`src/rtl/vga_pkg.sv`:
```
// Shared VGA 640x480@60 timing constants and the control bundle that travels
// down the pixel pipeline alongside the renderer's colour.
package vga_pkg;

  localparam int VGA_H_ACTIVE   = 640;
  localparam int VGA_H_FP       = 16;
  localparam int VGA_H_SYNC     = 96;
  localparam int VGA_H_BP       = 48;
  localparam int VGA_V_ACTIVE   = 480;
  localparam int VGA_V_FP       = 10;
  localparam int VGA_V_SYNC     = 2;
  localparam int VGA_V_BP       = 33;
  localparam int VGA_PIPE_DELAY = 2;

  localparam int VGA_H_TOTAL = VGA_H_ACTIVE + VGA_H_FP + VGA_H_SYNC + VGA_H_BP;
  localparam int VGA_V_TOTAL = VGA_V_ACTIVE + VGA_V_FP + VGA_V_SYNC + VGA_V_BP;

  localparam int CNT_W = 10;
  localparam int RGB_W = 12;

  // All-zero means "blank, no sync", which is also the flush value.
  typedef struct packed {
    logic active;
    logic hs;
    logic vs;
  } vga_ctl_t;

endpackage

```
`src/rtl/vga_delay_line.sv`:
```
// Synchronously clearable shift register; DEPTH=0 degenerates to a wire.
module vga_delay_line #(
  parameter int WIDTH = 1,
  parameter int DEPTH = 1
) (
  input  logic             clk,
  input  logic             rst,
  input  logic             clr,
  input  logic [WIDTH-1:0] din,
  output logic [WIDTH-1:0] dout
);

  generate
    if (DEPTH == 0) begin : g_pass
      assign dout = din;
    end else begin : g_shift
      logic [WIDTH-1:0] stage [DEPTH];

      always_ff @(posedge clk or posedge rst) begin
        if (rst) begin
          for (int i = 0; i < DEPTH; i++) stage[i] <= '0;
        end else if (clr) begin
          for (int i = 0; i < DEPTH; i++) stage[i] <= '0;
        end else begin
          stage[0] <= din;
          for (int i = 1; i < DEPTH; i++) stage[i] <= stage[i-1];
        end
      end

      assign dout = stage[DEPTH-1];
    end
  endgenerate

endmodule

```
`src/rtl/vga_timing_gen.sv`:
```
// VGA raster counters, sync generation and blanking; sync/blank are delayed to
// line up with a renderer that returns colour PIPE_DELAY clocks after pixel_x/y.
module vga_timing_gen
  import vga_pkg::*;
#(
  parameter int H_ACTIVE   = VGA_H_ACTIVE,
  parameter int H_FP       = VGA_H_FP,
  parameter int H_SYNC     = VGA_H_SYNC,
  parameter int H_BP       = VGA_H_BP,
  parameter int V_ACTIVE   = VGA_V_ACTIVE,
  parameter int V_FP       = VGA_V_FP,
  parameter int V_SYNC     = VGA_V_SYNC,
  parameter int V_BP       = VGA_V_BP,
  parameter int PIPE_DELAY = VGA_PIPE_DELAY
) (
  input  logic             clk,
  input  logic             rst,
  input  logic             en,
  output logic [CNT_W-1:0] pixel_x,
  output logic [CNT_W-1:0] pixel_y,
  input  logic [RGB_W-1:0] color_in,
  output logic             hsync,
  output logic             vsync,
  output logic [RGB_W-1:0] rgb_out,
  output logic             frame_start,
  output logic [15:0]      frame_count
);

  localparam int H_TOTAL = H_ACTIVE + H_FP + H_SYNC + H_BP;
  localparam int V_TOTAL = V_ACTIVE + V_FP + V_SYNC + V_BP;

  localparam logic [CNT_W-1:0] H_LAST = CNT_W'(H_TOTAL - 1);
  localparam logic [CNT_W-1:0] V_LAST = CNT_W'(V_TOTAL - 1);
  localparam logic [CNT_W-1:0] H_ACT  = CNT_W'(H_ACTIVE);
  localparam logic [CNT_W-1:0] V_ACT  = CNT_W'(V_ACTIVE);
  localparam logic [CNT_W-1:0] HS_BEG = CNT_W'(H_ACTIVE + H_FP);
  localparam logic [CNT_W-1:0] HS_END = CNT_W'(H_ACTIVE + H_FP + H_SYNC);
  localparam logic [CNT_W-1:0] VS_BEG = CNT_W'(V_ACTIVE + V_FP);
  localparam logic [CNT_W-1:0] VS_END = CNT_W'(V_ACTIVE + V_FP + V_SYNC);

  logic [CNT_W-1:0] h_cnt;
  logic [CNT_W-1:0] v_cnt;
  logic             h_wrap;
  logic             v_wrap;
  vga_ctl_t         raw_ctl;
  vga_ctl_t         dly_ctl;

  assign h_wrap = (h_cnt == H_LAST);
  assign v_wrap = h_wrap && (v_cnt == V_LAST);

  // Disabling parks the raster at the origin so re-enable always starts a clean frame.
  always_ff @(posedge clk or posedge rst) begin
    if (rst) begin
      h_cnt       <= '0;
      v_cnt       <= '0;
      frame_count <= '0;
    end else if (!en) begin
      h_cnt <= '0;
      v_cnt <= '0;
    end else begin
      h_cnt <= h_wrap ? '0 : h_cnt + 1'b1;
      if (v_wrap) begin
        v_cnt       <= '0;
        frame_count <= frame_count + 16'd1;
      end else if (h_wrap) begin
        v_cnt <= v_cnt + 1'b1;
      end
    end
  end

  assign pixel_x     = h_cnt;
  assign pixel_y     = v_cnt;
  assign frame_start = en && !rst && (h_cnt == '0) && (v_cnt == '0);

  always_comb begin
    raw_ctl        = '0;
    raw_ctl.active = (h_cnt < H_ACT) && (v_cnt < V_ACT);
    raw_ctl.hs     = (h_cnt >= HS_BEG) && (h_cnt < HS_END);
    raw_ctl.vs     = (v_cnt >= VS_BEG) && (v_cnt < VS_END);
  end

  vga_delay_line #(
    .WIDTH ($bits(vga_ctl_t)),
    .DEPTH (PIPE_DELAY)
  ) u_delay (
    .clk  (clk),
    .rst  (rst),
    .clr  (!en),
    .din  (raw_ctl),
    .dout (dly_ctl)
  );

  always_ff @(posedge clk or posedge rst) begin
    if (rst) begin
      hsync   <= 1'b1;
      vsync   <= 1'b1;
      rgb_out <= '0;
    end else if (!en) begin
      hsync   <= 1'b1;
      vsync   <= 1'b1;
      rgb_out <= '0;
    end else begin
      hsync   <= ~dly_ctl.hs;
      vsync   <= ~dly_ctl.vs;
      rgb_out <= dly_ctl.active ? color_in : '0;
    end
  end

endmodule

```
`config.mk`:
```
export PLATFORM = sky130hd
export DESIGN_NAME = vga_timing_gen
export DESIGN_NICKNAME = d
export VERILOG_FILES = /design/src/rtl/vga_pkg.sv /design/src/rtl/vga_delay_line.sv /design/src/rtl/vga_timing_gen.sv
export SDC_FILE = /design/constraint.sdc
export NUM_CORES = 1
export LEC_CHECK = 0
export BUFFER_PORTS_ARGS = -buffer_cell sky130_fd_sc_hd__buf_4
export CAP_MARGIN = 10
export CORE_MARGIN = 8
export CORE_UTILIZATION = 47
export DETAILED_ROUTE_END_ITERATION = 8
export HOLD_SLACK_MARGIN = 0.02
export PLACE_DENSITY = 0.83
export SLEW_MARGIN = 20
export SYNTH_ARGS = -nofsm -noshare
export SYNTH_HDL_FRONTEND = slang
export SYNTH_SLANG_ARGS = --single-unit
```
`constraint.sdc`:
```
create_clock -name clk -period 1.8 [get_ports clk]
set_clock_uncertainty 0.05 [all_clocks]
set_input_delay 0.54 -clock clk [delete_from_list [all_inputs] [get_ports clk]]
set_output_delay 0.54 -clock clk [all_outputs]
set_load 0.01 [all_outputs]
```
### Word-level counts from Yosys, hierarchy flattened

Cells that the tools add are included.

* register bits after elaboration: 56
* output and inout port bits: 51
* word-level logic and storage cells: 43
* input bits: 15

* order comparisons: 6
* bitwise operators: 2
* multiplexer cells: 10
* reduce and logical (&&, ||, !) cells: 11
* add/subtract/negate cells: 3
* equal/unequal tests: 3

Operators by type and width (number)
* 10-bit two-way mux: 5
* 12-bit two-way mux: 2
* 10-bit by 1-bit adder with 10-bit output, second input constant: 2
* 10-bit equality test, second input constant: 2
* 10-bit logical NOT: 2
* 10-bit < comparator, second input constant: 2
* 10-bit by 9-bit < comparator with 1-bit output, second input constant: 2
* 16-bit by 1-bit adder with 16-bit output, second input constant: 1
* 10-bit greater-or-equal comparator, second input constant: 1
* 10-bit by 9-bit greater-or-equal comparator with 1-bit output, second input constant: 1
* 1-bit logical AND: 7
* 6-bit two-way mux: 1
* 3-bit by 1-bit != test with 1-bit output, second input constant: 1
* 1-bit two-way mux: 2
* 1-bit inverter: 2
* 2-bit AND reduction: 1
* 1-bit logical NOT: 1

### Longest topological paths before layout

Gate-level depths: netlist (run 1).

* depth after elaboration: 4
* depth in mapped cells: 8
* mapped depth without buffers: 7

### Hierarchy

From an unflattened synthesis (run 1), not the netlist that was laid out.

* cells, all modules: 233
* area, all modules: 2497.4 um2

Modules (own cells, without submodules)
* vga_timing_gen: cells an instance 217, sequential area each 1253.7 um2, instances 1, area each 2283.4 um2
* vga_delay_line: cells an instance 16, sequential area each 150.1 um2, instances 1, area each 214.0 um2

### Least setup slack after synthesis (run 1)

No wires, ideal clock.

* kind: register -> register
* start: register h_cnt[0], in the netlist pixel_x[0]
* end: register frame_count[11]
* path buffers: 1
* setup time: 0.079 ns
* arrival time: 1.994 ns
* data required time: 1.671 ns
* period minus slack after synthesis: 2.124 ns
* setup slack: -0.324 ns
* stages on the path, launching flop included: 8
* cells stage by stage: dfrtp_1 > ha_1 > and4_4 > nand4_4 > or4_4 > buf_6 > nor3_4 > xor2_1

* word-level cells in the longest chain between the ends: 3

RTL lines
* from (decl): RTL line vga_timing_gen.sv:41 `logic [CNT_W-1:0] h_cnt;`
* from (signal assigned): RTL line vga_timing_gen.sv:61 `h_cnt <= h_wrap ? '0 : h_cnt + 1'b1;`
* 10-bit equality test: RTL line vga_timing_gen.sv:48 `assign h_wrap = (h_cnt == H_LAST);`
* 1-bit logical AND: RTL line vga_timing_gen.sv:49 `assign v_wrap = h_wrap && (v_cnt == V_LAST);`
* 2-bit AND reduction (no source line)
* to (signal assigned): RTL line vga_timing_gen.sv:64 `frame_count <= frame_count + 16'd1;`
* to (decl): RTL line vga_timing_gen.sv:26 `output logic [15:0] frame_count`

Every way passes these cells.
A chain may end at the register's enable or synchronous reset.

### Final worst setup path (run 1)

* start: register v_cnt[4], in the netlist pixel_y[4]
* end: output port frame_start

* word-level cells in the longest chain between the ends: 2

RTL lines
* from (decl): RTL line vga_timing_gen.sv:42 `logic [CNT_W-1:0] v_cnt;`
* from (signal assigned): RTL line vga_timing_gen.sv:66 `v_cnt <= v_cnt + 1'b1;`
* 10-bit logical NOT: RTL line vga_timing_gen.sv:73 `assign frame_start = en && !rst && (h_cnt == '0) && (v_cnt == '0);`
* 1-bit logical AND: RTL line vga_timing_gen.sv:73
* to (decl): RTL line vga_timing_gen.sv:25 `output logic frame_start,`

Every way passes these cells.

==> impl_results.md, run 1 <==
- Status: finished with violations
- Violated checks: negative setup slack
- Measured slew at the worst slew-check pin: 0.441 ns
- DIE AREA: 8050 um^2
- Leading cell type in the layout, fill and taps excluded: buf_4
- HPWL after DPL: 4910 um
- Avg WL per Cell: 16.6 um
- Hold bufs inserted after CTS: 0
- Initial antenna violation count: 0
- Peak VDD IR: 0.395 mV
- Placed cells: 402
- Root Driver: clkbuf_8
- CTS tree: built
- RSZ-0062 raised after global routing: yes
- Clk sinks: 56
- FMAX: 443 MHz
- Worst Hold Class: input pin to asynchronous set/reset pin
- Pin count of the biggest net entering global routing: 35
- Final Max Slew Viols: 0
- P&R area growth vs syn: 47.4%
- Number of max-cap violations: 0
- #FFs+latches synth: 56
- Synth top area cells: dfrtp_1, xor2_1, nor2_1
- Ys Warns: 0
- Syn Area/Cell: 10.7 um^2
- Remaining antenna violation count: 0
- Leakage: 0.00188 uW
- Final min period: 2.26 ns
- Worst EP arrival: 1.67 ns
- # diodes: 0
- Grt peak-use layer: met2
- Row Count: 27
- Worst skew pair latency: 0.31 ns
- H-tree Lvls: 2
- DRC violations left: 0
- Drt first pass iters: 4
- First-pass GRT wire length: 10900 um
- Register area share after synthesis: 0.549
- Die Y: 89.7 um
- Critical path class: flip-flop to primary output
- M2 GR Usage: 0.280
- Post-synth EDFFs: 0
- Most used DFF post-synth: dfrtp_1
- Async SR Flop Fraction: 1.00
- # port buffers: 65
- Syn_nets: 259
- Initial Util: 0.476
- Post-synth cell types: 39
- Overall power: 2130 uW
- Share of layout cells above drive strength 1: 0.481
- Starting DRT DRC Count: 90
- Via count: 2191
- Max-slew headroom: 0.706
- Cell Area, Synth: 2560 um^2
- Crit Path Max Fanout: 2
- I/O Pins: 66
- Final hold vios: 0
- Pwr dens: 566 nW/um^2
- Worst setup margin: -0.455 ns
- Number of global-route vias before repair: 2220
- Critical path endpoint category: primary output
- Met3 Usage GRT: 0.0474
- Nets: 364
- Core ar.: 5370 um^2
- Clock buffer depth: 2
- Endpoints failing setup: 16
- GRT Overall Usage: 0.162
- CP Launch Type: flip-flop
- Drt total wl: 6910 um
- Met1 Track Usage GR: 0.185
- Critical Path RT: 1.21 ns
- Fin cells: 417
- Setup TNS: -3.67 ns
- Worst-path clk slew: 0.10 ns
- Yosys top cell by area: dfrtp_1
- Final Util: 0.701
- Period utilisation layout: 1.25
- Post-DR vias/cell: 5.25
- GRT overflow: 0
- Syn Inst Count: 239
- Most frequent cells in the layout: buf_4, dfrtp_1, nor2_1, xor2_1, nand2_1
- Post-synth top area share: 0.529
- Routability Congestion: 0.841
- CTS buffer count: 5
- Die Width: 89.7 um
==> metrics by stage <==
step           setup WS (ns)  area (um^2)  hold WS [ns]
2_1_floorplan         -0.208         2640         0.302
3_3_place_gp          -0.154         3430         0.304
3_5_place_dp          -0.228         3430         0.310
4_1_cts               -0.496         3620         0.230
5_1_grt               -0.562         3770         0.239
6_report              -0.455         3770         0.224
==> sequential cells by signal (all words and copies together), names as in the netlist <==
signal and count:
pixel_x 10, u_delay.g_shift.stage 3, vsync 1, u_delay.dout 3, frame_count 16, rgb_out 12, pixel_y 10, hsync 1
==> cell usage after synthesis (all sizes together), types with 6 or more instances <==
cell,number
dfrtp,54
nor2,32
clkbuf,6
nand2,18
xnor2,12
nand3,13
nand4,10
inv,10
nor3,8
xor2,18
and3,16
buf,6
==> report_power, final <==
| part | switching [uW] | internal [uW] | total (uW) | leakage [uW] |
|---|---|---|---|---|
| clock network | 414 | 277 | 691 | 0.0000445 |
| logic | 84.3 | 75.1 | 159 | 0.00109 |
| registers | 9.74 | 1270 | 1280 | 0.000745 |
==> area by class of cell <==
cell class	count	area [um^2]
Multi-Input combinational cell	161	1260
Sequential cell	56	1410
Fill cell	372	1600
Tap cell	72	90.1
Clock inverter	3	21.3
Inverter	10	41.3
Timing Repair Buffer	110	873
Clock buffer	5	68.8
==> routing by layer <==
metal | up-vias | part of all wire | wire length [um]
li1 | 1006 | - | -
met2 | 75 | 0.53 | 3650
met1 | 1097 | 0.39 | 2710
met4 | 0 | 0.018 | 123
met5 | - | 0 | 0
met3 | 13 | 0.062 | 430
==> repair_timing <==
| action | in CTS | in global routing |
|---|---|---|
| gates cloned | 0 | 0 |
| gates resized for setup | 23 | 20 |
| buffers inserted | 1 | 6 |
| pin swaps | 13 | 9 |
| setup endpoints to repair | 16 | 24 |
==> worst max-delay path, stage by stage, from the launching register on <==
cell	delay [ns]
dfrtp_2	0.44
nor4_4	0.30
buf_4	0.16
nand4_1	0.14
nor4_4	0.16
buf_4	0.16
==> kinds of logic (layout without fill, tap and decap cells) <==
logic type,Yosys count,after routing,synth area share
and+or+nand+nor,117,117,0.264
adders and majority gates,5,5,0.0245
xor gates and xnor gates,30,30,0.103
muxes,1,1,0.00440
DFF,56,56,0.549
AOI/OAI and AO/OA,8,8,0.0176
buffers and inverters,22,128,0.0377
==> worst paths after layout <==
| kind | from | slack (ns) | end | cells after the start |
|---|---|---|---|---|
| setup / recovery | pixel_y[4]$_DFFE_PP0P_ | -0.46 | frame_start | 5 |
| hold / removal | rst | 0.22 | pixel_x[2]$_DFF_PP0_ | 3 |
| setup reg to reg | pixel_y[4]$_DFFE_PP0P_ | -0.34 | frame_count[5]$_DFFE_PP0P_ | 7 |
| hold reg to reg | u_delay.dout[0]$_DFF_PP0_ | 0.32 | vsync$_DFF_PP1_ | 1 |
| max in group asynchronous | rst | 1.06 | pixel_y[0]$_DFFE_PP0P_ | 3 |
| min in group clk | u_delay.dout[0]$_DFF_PP0_ | 0.32 | vsync$_DFF_PP1_ | 1 |
Power figures use the tool's default switching activity.
==> run 2, diff against run 1 <==
Settings changed: CORE_UTILIZATION 47 to 55, PLACE_DENSITY 0.83 to 0.91.
Clock period 1.8 ns to 2.6 ns, I/O delays scaled along.
==> impl_results.md, run 2 (same netlist as run 1, synthesis figures left out) <==
- Placed cells: 355 (-12%)
- Number of global-route vias before repair: 1999 (-10%)
- Number of max-cap violations: 0 (unchanged)
- Largest regs: frame_count x16, rgb_out x12
- First-pass GRT wire length: 9560 um (-12%)
- Root Driver: clkbuf_8
- Initial antenna violation count: 0 (unchanged)
- Critical path endpoint category: primary output
- Remaining antenna violation count: 0 (unchanged)
- Worst Hold Class: flip-flop to flip-flop
- Period utilisation layout: 0.966
- Final Max Slew Viols: 0 (unchanged)
- Peak VDD IR: 0.276 mV (-30%)
- Routability Congestion: 0.814 (-3.2%)
- R2R depth: 7 (unchanged)
- HPWL after DPL: 4190 um (-15%)
- DIE AREA: 7090 um^2 (-12%)
- Fin cells: 365 (-12%)
- Initial Util: 0.556 (+0.0800)
- CTS tree: built
- # port buffers: 65 (unchanged)
- Critical Path RT: 1.77 ns (+0.56 ns)
- Die Width: 84.2 um (-6.2%)
- GRT Overall Usage: 0.163 (+0.00141)
- I/O Pins: 66 (unchanged)
- Leading cell type in the layout, fill and taps excluded: buf_4
- Crit Path Max Fanout: 2 (unchanged)
- Final min period: 2.51 ns
- Most frequent cells in the layout: buf_4, dfrtp_1, nor2_1, nand2_1, xor2_1
- Pin count of the biggest net entering global routing: 34 (-2.9%)
- Status: complete, no violations
- Hold WS: 0.324 ns (+0.100 ns)
- Nets: 330 (-9.3%)
- Leakage: 0.00168 uW (-11%)
- Avg WL per Cell: 15.9 um (-4.1%)
- Core ar.: 4600 um^2 (-14%)
- WHS Path Cells: 1
- CTS buffer count: 5 (unchanged)
- Drt first pass iters: 4 (unchanged)
- H-tree Lvls: 2 (unchanged)
- # diodes: 0 (unchanged)
- Top reg by flops: frame_count
- Max-slew headroom: 0.635 (-0.0710)
- Via count: 2003 (-8.6%)
- Worst EP arrival: 1.68 ns (about the same)
- Post-DR vias/cell: 5.49 (+4.4%)
- Share of layout cells above drive strength 1: 0.328 (-0.153)
- Die Y: 84.2 um (-6.2%)
- Row Count: 25 (-7.4%)
- P&R area growth vs syn: 27.4%
- Measured slew at the worst slew-check pin: 0.547 ns (+0.106 ns)
- Worst-path clk slew: 0.10 ns (about the same)
- DRC violations left: 0 (unchanged)
- Critical path class: flip-flop to primary output
- GRT overflow: 0 (unchanged)
- Drt total wl: 5800 um (-16%)
- Clk sinks: 56 (unchanged)
- Starting DRT DRC Count: 131 (+46%)
- Pwr dens: 452 nW/um^2 (-20%)
- Endpoints failing setup: 0 (-16)
- Final hold vios: 0 (unchanged)
- Max FFs per register: 16 (unchanged)
- Worst skew pair latency: 0.30 ns (about the same)
- Clock buffer depth: 2 (unchanged)
- FMAX: 398 MHz
- CP Launch Type: flip-flop
-- run 2: per-layer routing --
layer,track usage,part of all wire,up-vias
met2,0.267,0.49,80
met4,0.0612,0.019,0
met1,0.191,0.42,971
met3,0.0581,0.078,11
li1,-,-,941
met5,0,0,-
-- run 2: worst max-delay path, cell delays in order (launching register included) --
cell,delay (ns)
dfrtp_1,0.40
inv_1,0.08
ha_1,0.14
nor4b_1,0.23
nand4_1,0.15
nor4_2,0.22
buf_4,0.16
-- run 2: worst paths after layout --
| path | from | endpoint | slack (ns) |
|---|---|---|---|
| min | u_delay.dout[0]$_DFF_PP0_ | vsync$_DFF_PP1_ | 0.32 |
| max in group asynchronous | rst | hsync$_DFF_PP1_ | 1.39 |
| max reg2reg | pixel_x[0]$_DFF_PP0_ | frame_count[10]$_DFFE_PP0P_ | 0.29 |
| max | pixel_x[1]$_DFF_PP0_ | frame_start | 0.09 |
| min in group asynchronous | rst | pixel_x[0]$_DFF_PP0_ | 0.47 |
| min reg2reg | u_delay.dout[0]$_DFF_PP0_ | vsync$_DFF_PP1_ | 0.32 |
-- run 2: through the flow --
| step | TNS, ns | util | total power (uW) | setup WS, ns | instance area [um^2] |
|---|---|---|---|---|---|
| 2_1_floorplan | 0 | - | 948 | 0.180 | 2560 |
| 3_3_place_gp | 0 | 0.681 | 996 | 0.235 | 3130 |
| 3_5_place_dp | 0 | 0.681 | 1000 | 0.222 | 3130 |
| 4_1_cts | 0 | 0.703 | 1490 | 0.00000622 | 3230 |
| 5_1_grt | -0.00282 | 0.708 | 1530 | -0.00282 | 3260 |
| 6_report | 0 | 0.708 | 1470 | 0.0896 | 3260 |
-- run 2: repair_timing --
action / in CTS / in global routing
gates cloned: 0 / 0
setup endpoints to repair: 1 / 1
hold buffers: 0 / 0
pin swaps: 0 / 0
buffers inserted: 1 / 1
resized for setup: 0 / 4
-- run 2: cell type report --
class | count | area (um^2)
clock buffers | 7 | 86.3
clock inverters | 1 | 7.51
fillers | 333 | 1340
inverters | 10 | 37.5
multi-input cells | 161 | 1070
flip-flops and latches | 56 | 1410
well taps | 54 | 67.6
repair buffers | 76 | 583
-- run 2: where the power goes --
part	switching, uW	total (uW)	internal (uW)
clock network	269	486	217
registers	7.41	888	880
logic	53.1	99.3	46.2
total	330	1470	1140
